<file path="src/rtl/wb_write_arbiter_if.sv">
`default_nettype none
// ============================================================================
// Module      : wb_write_arbiter_if
// Description : Bundles the result-source handshakes, the register file write
//               port and the hazard query port of wb_write_arbiter.
//   slave  modport : the arbiter side (consumes results, drives write port)
//   master modport : the environment side (ALU, MDU, issue logic, regfile)
//   Signals:
//     alu_valid/alu_addr/alu_data/alu_stall  single-cycle ALU/load result path
//     mdu_valid/mdu_ready/mdu_addr/mdu_data  MDU result valid/ready handshake
//     write_enable/address_d/data_dval       register file write port
//     query_addr/query_pending               pending-write hazard query
//     fifo_count                             MDU FIFO occupancy
// Revision    : 1.0 - initial release
// ============================================================================
interface wb_write_arbiter_if #(
    parameter int FIFO_DEPTH = 4
) ();
    logic                          alu_valid;
    logic [4:0]                    alu_addr;
    logic [31:0]                   alu_data;
    logic                          alu_stall;
    logic                          mdu_valid;
    logic                          mdu_ready;
    logic [4:0]                    mdu_addr;
    logic [31:0]                   mdu_data;
    logic                          write_enable;
    logic [4:0]                    address_d;
    logic [31:0]                   data_dval;
    logic [4:0]                    query_addr;
    logic                          query_pending;
    logic [$clog2(FIFO_DEPTH):0]   fifo_count;

    modport slave (
        input  alu_valid, alu_addr, alu_data,
        input  mdu_valid, mdu_addr, mdu_data,
        input  query_addr,
        output alu_stall, mdu_ready,
        output write_enable, address_d, data_dval,
        output query_pending, fifo_count
    );

    modport master (
        output alu_valid, alu_addr, alu_data,
        output mdu_valid, mdu_addr, mdu_data,
        output query_addr,
        input  alu_stall, mdu_ready,
        input  write_enable, address_d, data_dval,
        input  query_pending, fifo_count
    );
endinterface
`default_nettype wire

</file>
<file path="src/rtl/wb_write_arbiter.sv">
`default_nettype none
// ============================================================================
// Module      : wb_write_arbiter
// Description : Writeback arbiter for the single register file write port.
//               ALU/load results have priority; MDU results are buffered in a
//               FIFO and drained when the ALU is idle, or forced through after
//               STARVE_LIMIT consecutive blocking ALU writes (ALU is stalled).
//               Writes to register 0 are dropped. A combinational query tells
//               the issue logic whether a register has a buffered MDU write.
//   Ports:
//     clock    : system clock, all state on posedge
//     reset_n  : synchronous active-low reset
//     bus      : wb_write_arbiter_if.slave (ALU, MDU, write port, query)
//   Parameters:
//     FIFO_DEPTH   : MDU FIFO entries, power of two 2..16
//     STARVE_LIMIT : blocked cycles before the FIFO is forced through, 1..15
//   Optional feature (macro WB_TRACE_EN): prints every register file write and
//     every MDU push refused while full. Undefined: no simulation output.
// Revision    : 1.0 - initial release
// ============================================================================
module wb_write_arbiter #(
    parameter int FIFO_DEPTH   = 4,
    parameter int STARVE_LIMIT = 3
) (
    input  wire logic         clock,
    input  wire logic         reset_n,
    wb_write_arbiter_if.slave bus
);
    localparam int PW = $clog2(FIFO_DEPTH);
    localparam int CW = PW + 1;
    localparam logic [CW-1:0] C_DEPTH = CW'(FIFO_DEPTH);
    localparam logic [3:0]    C_LIMIT = 4'(STARVE_LIMIT);

    // FIFO storage (no reset needed: validity comes from head/count)
    logic [4:0]    addr_mem_q [FIFO_DEPTH];
    logic [31:0]   data_mem_q [FIFO_DEPTH];

    logic [PW-1:0] head_q,  head_d;
    logic [PW-1:0] tail_q,  tail_d;
    logic [CW-1:0] count_q, count_d;
    logic [3:0]    starve_q, starve_d;
    logic          we_q,    we_d;
    logic [4:0]    waddr_q, waddr_d;
    logic [31:0]   wdata_q, wdata_d;

    logic w_nonempty, w_ready, w_stall, w_alu_acc, w_pop, w_push;

    assign w_nonempty = (count_q != '0);
    assign w_ready    = (count_q < C_DEPTH);
    assign w_stall    = (starve_q == C_LIMIT) && w_nonempty;
    assign w_alu_acc  = bus.alu_valid && !w_stall;
    assign w_pop      = !w_alu_acc && w_nonempty;
    // Register-0 results complete the handshake but never occupy an entry
    assign w_push     = bus.mdu_valid && w_ready && (bus.mdu_addr != 5'd0);

    always_comb begin
        head_d   = w_pop  ? head_q + PW'(1) : head_q;
        tail_d   = w_push ? tail_q + PW'(1) : tail_q;
        count_d  = count_q;
        case ({w_push, w_pop})
            2'b10:   count_d = count_q + CW'(1);
            2'b01:   count_d = count_q - CW'(1);
            default: count_d = count_q;
        endcase

        // Only ALU writes that actually block a waiting FIFO count as starving
        starve_d = starve_q;
        if (w_pop)
            starve_d = '0;
        else if (w_alu_acc && w_nonempty && (starve_q != C_LIMIT))
            starve_d = starve_q + 4'd1;

        we_d    = 1'b0;
        waddr_d = '0;
        wdata_d = '0;
        if (w_alu_acc) begin
            we_d    = (bus.alu_addr != 5'd0);
            waddr_d = bus.alu_addr;
            wdata_d = bus.alu_data;
        end else if (w_pop) begin
            we_d    = 1'b1;
            waddr_d = addr_mem_q[head_q];
            wdata_d = data_mem_q[head_q];
        end
    end

    always_ff @(posedge clock) begin
        if (!reset_n) begin
            head_q   <= '0;
            tail_q   <= '0;
            count_q  <= '0;
            starve_q <= '0;
            we_q     <= 1'b0;
            waddr_q  <= '0;
            wdata_q  <= '0;
        end else begin
            head_q   <= head_d;
            tail_q   <= tail_d;
            count_q  <= count_d;
            starve_q <= starve_d;
            we_q     <= we_d;
            waddr_q  <= waddr_d;
            wdata_q  <= wdata_d;
        end
    end

    always_ff @(posedge clock) begin
        if (reset_n && w_push) begin
            addr_mem_q[tail_q] <= bus.mdu_addr;
            data_mem_q[tail_q] <= bus.mdu_data;
        end
    end

    // Hazard query: an entry is live when its distance from head is below count.
    // The popped entry has already left the FIFO once it sits on the write port.
    logic [PW-1:0]         w_off [FIFO_DEPTH];
    logic [FIFO_DEPTH-1:0] w_hit;

    for (genvar gi = 0; gi < FIFO_DEPTH; gi++) begin : g_slot
        assign w_off[gi] = PW'(gi) - head_q;
        assign w_hit[gi] = ({1'b0, w_off[gi]} < count_q) &&
                           (addr_mem_q[gi] == bus.query_addr);
    end

    assign bus.query_pending = (|w_hit) && (bus.query_addr != 5'd0);
    assign bus.alu_stall     = w_stall;
    assign bus.mdu_ready     = w_ready;
    assign bus.fifo_count    = count_q;
    assign bus.write_enable  = we_q;
    assign bus.address_d     = waddr_q;
    assign bus.data_dval     = wdata_q;

`ifdef WB_TRACE_EN
    logic [31:0] cycle_q;
    logic        src_mdu_q;

    always_ff @(posedge clock) begin
        if (!reset_n) begin
            cycle_q   <= '0;
            src_mdu_q <= 1'b0;
        end else begin
            cycle_q   <= cycle_q + 32'd1;
            src_mdu_q <= w_pop;
            if (we_q)
                $display("[wb_trace] cycle %0d %s x%0d <= %h",
                         cycle_q, src_mdu_q ? "MDU" : "ALU", waddr_q, wdata_q);
            if (bus.mdu_valid && !w_ready)
                $display("[wb_trace] cycle %0d MDU push refused (full) x%0d %h",
                         cycle_q, bus.mdu_addr, bus.mdu_data);
        end
    end
`else
`endif

endmodule
`default_nettype wire

</file>
<file path="src/flat_wrapper.sv">
// flat-port wrapper written by rule: the top's interface ports become plain ports
module wb_write_arbiter_flat 
#(
    parameter int FIFO_DEPTH   = 4,
    parameter int STARVE_LIMIT = 3
)
  (clock, reset_n, bus_alu_valid, bus_alu_addr, bus_alu_data, bus_mdu_valid, bus_mdu_addr, bus_mdu_data, bus_query_addr, bus_alu_stall, bus_mdu_ready, bus_write_enable, bus_address_d, bus_data_dval, bus_query_pending, bus_fifo_count);
  wb_write_arbiter_if #(.FIFO_DEPTH(FIFO_DEPTH)) bus_i ();
  input  wire logic clock;
  input  wire logic reset_n;
  input wire logic [$bits(bus_i.alu_valid)-1:0] bus_alu_valid;
  input wire logic [$bits(bus_i.alu_addr)-1:0] bus_alu_addr;
  input wire logic [$bits(bus_i.alu_data)-1:0] bus_alu_data;
  input wire logic [$bits(bus_i.mdu_valid)-1:0] bus_mdu_valid;
  input wire logic [$bits(bus_i.mdu_addr)-1:0] bus_mdu_addr;
  input wire logic [$bits(bus_i.mdu_data)-1:0] bus_mdu_data;
  input wire logic [$bits(bus_i.query_addr)-1:0] bus_query_addr;
  output wire logic [$bits(bus_i.alu_stall)-1:0] bus_alu_stall;
  output wire logic [$bits(bus_i.mdu_ready)-1:0] bus_mdu_ready;
  output wire logic [$bits(bus_i.write_enable)-1:0] bus_write_enable;
  output wire logic [$bits(bus_i.address_d)-1:0] bus_address_d;
  output wire logic [$bits(bus_i.data_dval)-1:0] bus_data_dval;
  output wire logic [$bits(bus_i.query_pending)-1:0] bus_query_pending;
  output wire logic [$bits(bus_i.fifo_count)-1:0] bus_fifo_count;
  assign bus_i.alu_valid = bus_alu_valid;
  assign bus_i.alu_addr = bus_alu_addr;
  assign bus_i.alu_data = bus_alu_data;
  assign bus_i.mdu_valid = bus_mdu_valid;
  assign bus_i.mdu_addr = bus_mdu_addr;
  assign bus_i.mdu_data = bus_mdu_data;
  assign bus_i.query_addr = bus_query_addr;
  assign bus_alu_stall = bus_i.alu_stall;
  assign bus_mdu_ready = bus_i.mdu_ready;
  assign bus_write_enable = bus_i.write_enable;
  assign bus_address_d = bus_i.address_d;
  assign bus_data_dval = bus_i.data_dval;
  assign bus_query_pending = bus_i.query_pending;
  assign bus_fifo_count = bus_i.fifo_count;
  wb_write_arbiter #(.FIFO_DEPTH(FIFO_DEPTH), .STARVE_LIMIT(STARVE_LIMIT)) u_core (.clock(clock), .reset_n(reset_n), .bus(bus_i));
endmodule
</file>
<file path="config.mk">
export PLATFORM = sky130hd
export DESIGN_NAME = wb_write_arbiter_flat
export DESIGN_NICKNAME = d
export VERILOG_FILES = /design/src/rtl/wb_write_arbiter_if.sv /design/src/rtl/wb_write_arbiter.sv /design/src/flat_wrapper.sv
export SDC_FILE = /design/constraint.sdc
export NUM_CORES = 1
export LEC_CHECK = 0
export CAP_MARGIN = 0
export CORE_ASPECT_RATIO = 1.25
export CORE_MARGIN = 10
export CORE_UTILIZATION = 40
export DETAILED_ROUTE_END_ITERATION = 8
export HOLD_SLACK_MARGIN = 0.06
export PLACE_DENSITY = 0.75
export SKIP_CTS_REPAIR_TIMING = 1
export SLEW_MARGIN = 20
export SYNTH_ARGS = -nofsm -noshare
export SYNTH_HDL_FRONTEND = slang
export SYNTH_SLANG_ARGS = --single-unit
</file>
<file path="constraint.sdc">
create_clock -name clock -period 7.05 [get_ports clock]
set_input_delay 0.705 -clock clock [delete_from_list [all_inputs] [get_ports clock]]
set_output_delay 0.705 -clock clock [all_outputs]
set_load 0.01 [all_outputs]
</file>
==> results of run 1 <==
==> worst max-delay path by stage <==
stage,to,slack (ns),from,cells past startpoint
global placement,bus_query_pending,3.72,bus_query_addr[0],7
finish,bus_query_pending,3.49,bus_query_addr[0],7
CTS,bus_query_pending,3.53,bus_query_addr[0],7
global route,bus_query_pending,3.39,bus_query_addr[0],7
detailed placement,bus_query_pending,3.54,bus_query_addr[0],7
floorplan,u_core.bus.fifo_count[2]$_SDFFE_PN0P_,4.32,bus_mdu_addr[1],9
==> power groups by stage <==
stage	combinational [mW]	sequential, mW	clock (mW)
4_1_cts	0.679	1.46	0.937
3_3_place_gp	0.663	1.48	0
6_report	0.668	1.46	0.921
3_5_place_dp	0.676	1.49	0
5_1_grt	0.731	1.48	0.983
2_1_floorplan	0.457	1.45	0
==> per-layer routing <==
metal / track usage / vias up
li1: - / 1978
met1: 0.149 / 2192
met2: 0.242 / 125
met3: 0.0340 / 30
met4: 0.0557 / 0
met5: 0 / -
==> metrics by stage <==
step / cell area, um^2 / utilization / power [mW]
after floorplan: 7780 / - / 1.90
after global placement: 9220 / 0.487 / 2.14
after detailed placement: 9220 / 0.487 / 2.16
after CTS: 9780 / 0.517 / 3.08
after global routing: 9780 / 0.517 / 3.19
final: 9780 / 0.517 / 3.05
==> flip-flops by register name, indices dropped and copies added (netlist names), named ones only <==
name                     flops
u_core.bus.address_d         5
u_core.data_mem_q          128
u_core.starve_q              4
u_core.bus.fifo_count        3
u_core.tail_q                2
u_core.addr_mem_q           20
u_core.bus.data_dval        32
u_core.bus.write_enable      1
u_core.head_q                2
==> layout by cell type (no fill, tap or decap), types with 2 or more instances in the layout <==
| master | instances |
|---|---|
| edfxtp_1 | 148 |
| clkdlybuf4s50_1 | 125 |
| dfxtp_1 | 49 |
| nor2b_1 | 42 |
| mux4_2 | 37 |
| a22oi_1 | 37 |
| clkbuf_16 | 17 |
| xnor2_1 | 13 |
| xor2_1 | 13 |
| inv_1 | 10 |
| ha_1 | 10 |
| and2_1 | 8 |
| a21oi_1 | 6 |
| nand2_1 | 6 |
| o21ai_0 | 5 |
| and3_2 | 4 |
| or3_1 | 3 |
| nand4_1 | 3 |
| clkbuf_8 | 3 |
| clkinv_2 | 3 |
| inv_6 | 3 |
| a221oi_1 | 2 |
| nor4_1 | 2 |
| a2111oi_0 | 2 |
| or4_1 | 2 |
| a21boi_0 | 2 |
| nand3_1 | 2 |
| o21a_1 | 2 |
| dfxtp_2 | 2 |
| clkinv_1 | 2 |
| buf_4 | 2 |
==> layout make-up <==
class,instances,share of cell area
clock buffers,21,0.0481
multi-input cells,212,0.220
well taps,232,0.0297
flip-flops and latches,199,0.559
clock inverters,11,0.00972
repair buffers,128,0.130
inverters,10,0.00384
==> kinds of logic after synthesis <==
| logic type | after synthesis | share of synthesized area |
|---|---|---|
| buffers and inverters | 36 | 0.0230 |
| xor gates and xnor gates | 26 | 0.0293 |
| DFF | 199 | 0.703 |
| and+or+nand+nor | 79 | 0.0643 |
| muxes | 38 | 0.108 |
| AOI/OAI and AO/OA | 58 | 0.0536 |
| adders and majority gates | 11 | 0.0187 |
==> critical path, stage by stage <==
cell	delay [ns]
clkdlybuf4s50_1	0.62
xnor2_1	0.19
nand4_1	0.15
a2111oi_0	0.40
a21oi_1	0.09
a21oi_1	0.15
clkdlybuf4s50_1	0.55
==> results.py, run 1 <==
metrics = {
    "clock_tree": {
        "htreeDepth": 4,
        "cts_root_buf": "clkbuf_16",
        "clock-sinks": 199,
        "numCtsBuffers": 17,
        "cts_tree": "built",
        "clk_pin_slew_ns": 0.07,
        "worstSkewPairLatency_ns": 0.42,
        "cts_buffer_depth": 2,
    },
    "route": {
        "top_layer": "met4",
        "drc": 0,
        "wl_um": 17000,
        "vias": 4325,
        "wl_per_cell_um": 20.9,
        "dr.pass1.iters": 4,
        "dr_wl_met3_um": 868,
        "wl_met1_um": 6470,
        "via_per_inst": 5.32,
        "dr_wl_met2_um": 9220,
        "drtIter0Drc": 276,
        "ant_nets": 0,
    },
    "synth": {
        "yosysTopAreaCellShare": 0.571,
        "yosysUniqueCellTypes": 39,
        "synth_nets": 541,
        "syn_inst": 447,
        "synth.area.top_cells": "edfxtp_1 57%, dfxtp_1 13%, mux4_2 11%",
        "ys_top_cells_by_count": "148 x edfxtp_1, 51 x dfxtp_1, 42 x nor2b_1",
        "synth-seq-area-share": 0.703,
        "yosysTopAreaCell": "edfxtp_1",
        "ys.flop_type": "edfxtp_1",
        "synth_warnings": 0,
        "synth_enable_flop_cells": 148,
        "yosysMostFrequentCell": "edfxtp_1",
        "postSynthAreaPerCell_um2": 17.4,
        "async_flop_share": 0,
        "synth_area_mm2": 0.00778,
        "ys_ff_latch": 199,
    },
    "power": {
        "peakVddDrop_uv": 167,
        "p_leak_nw": 3.19,
        "pwr-share-comb": 0.219,
        "sw_frac_of_total": 0.264,
        "netSwitchingPower_mw": 0.803,
        "p_int_mw": 2.24,
        "pwr-share-seq": 0.478,
        "clockPowerShare": 0.302,
        "p_per_area_mw_per_mm2": 311,
    },
    "grt": {
        "track_usage": 0.135,
        "grt-ovfl-total": 0,
        "grt_max_degree": 55,
        "antenna_found_initial": 0,
        "grt_pass1_wl_um": 26300,
        "first_global_vias": 4730,
    },
    "sta": {
        "rsz0062_at_grt": "false",
        "worst_slew_pin_slew_ns": 1.07,
        "setup_tns_ns": 0,
        "slew_headroom": 0.286,
        "post-route-period-util": 0.505,
        "finalHoldViolCount": 0,
        "slew_viol_final": 0,
        "finalClockSkew_ns": 0.0116,
        "finalSetupViolCount": 0,
        "whs_ns": 0.498,
        "finalCriticalPeriod_ns": 3.56,
        "fmax_mhz": 281,
        "layout_setup_ws_ns": 3.49,
    },
    "die": {
        "fp.dieArea_mm2": 0.0255,
        "io_pins": 127,
        "rows": 56,
        "die_w_um": 145,
        "initial_core_util": 0.411,
        "coreArea_mm2": 0.0189,
        "die_y_um": 176,
    },
    "placed_design": {
        "hpwlAfterDp_um": 11100,
        "place.gp.congestion": 0.938,
        "port_buffers": 126,
        "place_inst": 781,
        "dp_slack_ns": 3.54,
    },
    "min_path": {
        "hold_path_end": "u_core.starve_q[1]$_SDFFE_PP0P_",
        "min_path_type": "flop to flop",
        "hold_depth": 2,
        "hold_path.startpoint": "u_core.starve_q[1]$_SDFFE_PP0P_",
    },
    "worst_setup_path": {
        "rrSetupSlack_ns": 3.90,
        "path_class": "input pin to output pin",
        "r2r-start": "u_core.starve_q[0]$_SDFFE_PP0P_",
        "endpoint_kind": "output pin",
        "r2r_end": "u_core.bus.fifo_count[2]$_SDFFE_PN0P_",
        "cp-start-kind": "input pin",
        "cp.required_ns": 6.34,
        "r2r_cells": 10,
        "worstPathMaxFanout": 5,
        "arrival_ns": 2.86,
    },
    "final_layout": {
        "fillers": 1509,
        "multi_input_area_mm2": 0.00215,
        "fin_nets": 662,
        "instances_no_fill": 813,
        "n_antenna_cell": 0,
        "area_delta_synth_final_pct": 25.8,
        "seq_area_mm2": 0.00547,
        "drive_above_1_share": 0.138,
    },
    "run_status": {
        "status": "finished, final reports clean",
    },
    "flow_run": {
        "cap_viol_max_count": 0,
    },
}
Power figures use the tool's default switching activity.
==> run 2, diff against run 1 <==
==> constraint.sdc (replaced) <==
create_clock -name clock -period 3.66 [get_ports clock]
set_input_delay 0.366 -clock clock [delete_from_list [all_inputs] [get_ports clock]]
set_output_delay 0.366 -clock clock [all_outputs]
set_load 0.01 [all_outputs]
==> results.py, run 2 (synthesis gave the netlist of run 1 again) <==
metrics = {
    "run_status": {
        "status": "finished, final reports clean",
    },
    "placed_design": {
        "place_inst": 783,
        "place.gp.congestion": 0.824,
        "port_buffers": 126,
        "place_area_mm2": 0.00925,
        "hpwlAfterDp_um": 11600,
    },
    "worst_setup_path": {
        "arrival_ns": 2.63,
        "worstPathMaxFanout": 5,
        "path_class": "flop to output pin",
        "cp-start-kind": "flop",
        "crit_start": "u_core.bus.fifo_count[1]$_SDFFE_PN0P_",
        "r2r-start": "u_core.starve_q[0]$_SDFFE_PP0P_",
        "cp.required_ns": 3.29,
        "endpoint_kind": "output pin",
    },
    "die": {
        "die_w_um": 145,
        "fp.dieArea_mm2": 0.0255,
        "die_y_um": 176,
        "rows": 56,
        "io_pins": 127,
        "coreArea_mm2": 0.0189,
        "initial_core_util": 0.411,
    },
    "route": {
        "dr.pass1.iters": 4,
        "via_per_inst": 5.27,
        "drc": 0,
        "drtIter0Drc": 291,
        "wl_um": 17500,
        "wl_per_cell_um": 21.4,
        "vias": 4297,
        "ant_nets": 0,
    },
    "grt": {
        "first_global_vias": 4875,
        "antenna_found_initial": 2,
        "busiest_layer": "met2",
        "grt_use_met2": 0.255,
        "grt-ovfl-total": 0,
        "grtUsageMet3": 0.0324,
        "use_met1": 0.151,
        "track_usage": 0.142,
        "grt_pass1_wl_um": 27300,
        "grt_max_degree": 41,
    },
    "final_layout": {
        "top_register": "u_core.data_mem_q",
        "largest_reg_flops": 128,
        "fillers": 1537,
        "mostFrequentLayoutCells": "148 x edfxtp_1, 125 x clkdlybuf4s50_1, 49 x dfxtp_1, 42 x nor2b_1",
        "seq_area_mm2": 0.00547,
        "fin_nets": 664,
        "final_area_mm2": 0.00980,
        "final_common_cell": "edfxtp_1",
        "multi_input_area_mm2": 0.00215,
        "drive_above_1_share": 0.146,
        "instances_no_fill": 816,
        "area_delta_synth_final_pct": 26.0,
    },
    "power": {
        "sw_frac_of_total": 0.274,
        "p_int_mw": 4.26,
        "pwr-share-seq": 0.479,
        "clockPowerShare": 0.296,
        "pwr-share-comb": 0.225,
        "netSwitchingPower_mw": 1.61,
        "peakVddDrop_uv": 274,
        "p_per_area_mw_per_mm2": 599,
        "p_leak_nw": 3.18,
        "power_mw": 5.87,
    },
    "sta": {
        "fmax_mhz": 334,
        "rsz0062_at_grt": "false",
        "finalSetupViolCount": 0,
        "slew_viol_final": 0,
        "post-route-period-util": 0.817,
        "whs_ns": 0.450,
        "slew_headroom": 0.273,
        "worst_slew_pin_slew_ns": 1.09,
        "setup_tns_ns": 0,
        "finalClockSkew_ns": 0.00557,
        "finalHoldViolCount": 0,
        "finalCriticalPeriod_ns": 2.99,
    },
    "clock_tree": {
        "cts_tree": "built",
        "worstSkewPairLatency_ns": 0.43,
        "clk_pin_slew_ns": 0.07,
        "htreeDepth": 4,
        "cts_root_buf": "clkbuf_16",
        "cts_buffer_depth": 2,
        "numCtsBuffers": 17,
        "clock-sinks": 199,
    },
    "min_path": {
        "min_path_type": "input pin to flop",
        "hold_path.startpoint": "reset_n",
    },
    "flow_run": {
        "cap_viol_max_count": 0,
    },
}
==> run 2: cell count changes in the layout (fill, tap and decap cells not counted), sizes merged <==
cell,change
clkbuf,-2
clkinv,-3
bufinv,-1
buf,+2
diode,+1
clkinvlp,+5
inv,+1
==> run 2: through the flow <==
stage                     setup slack [ns]  utilization
after floorplan                       1.13            -
final                                0.669        0.518
after CTS                            0.619        0.518
after global placement               0.695        0.489
after global routing                 0.421        0.518
after detailed placement             0.574        0.489
==> run 2: layer usage <==
| layer | wire [um] | up-vias |
|---|---|---|
| li1 | - | 1979 |
| met1 | 6440 | 2187 |
| met2 | 9810 | 102 |
| met3 | 776 | 27 |
| met4 | 439 | 2 |
| met5 | 20 | - |
==> run 2: worst max-delay path: stages, from the launching register on <==
cell	delay, ns
dfxtp_1	0.44
inv_1	0.17
ha_1	0.34
nor2b_1	0.06
a2111oi_0	0.39
a21oi_1	0.08
a21oi_1	0.16
clkdlybuf4s50_1	0.56
==> run 2: final timing paths <==
path	end	slack [ns]	cells after the start
setup / recovery	bus_query_pending	0.67	7
hold / removal	u_core.bus.write_enable$_SDFF_PN0_	0.45	2
setup reg to reg	u_core.bus.fifo_count[2]$_SDFFE_PN0P_	1.07	9
hold reg to reg	u_core.starve_q[1]$_SDFFE_PP0P_	0.52	2
==> run 2: cell type report <==
cell class,instances,share of cell area
Antenna cell,1,0.000255
Clock buffer,19,0.0462
Clock inverter,13,0.00996
Inverter,10,0.00383
Multi-Input combinational cell,212,0.220
Sequential cell,199,0.558
Tap cell,232,0.0296
Timing Repair Buffer,130,0.133
==> run 2: power groups by stage <==
| stage | Clock [mW] | Sequential (mW) | Combinational (mW) |
|---|---|---|---|
| 3_3_place_gp | 0 | 2.85 | 1.29 |
| 3_5_place_dp | 0 | 2.86 | 1.34 |
| 4_1_cts | 1.78 | 2.82 | 1.34 |
| 6_report | 1.74 | 2.81 | 1.32 |
| 2_1_floorplan | 0 | 2.79 | 0.879 |
| 5_1_grt | 1.88 | 2.84 | 1.45 |
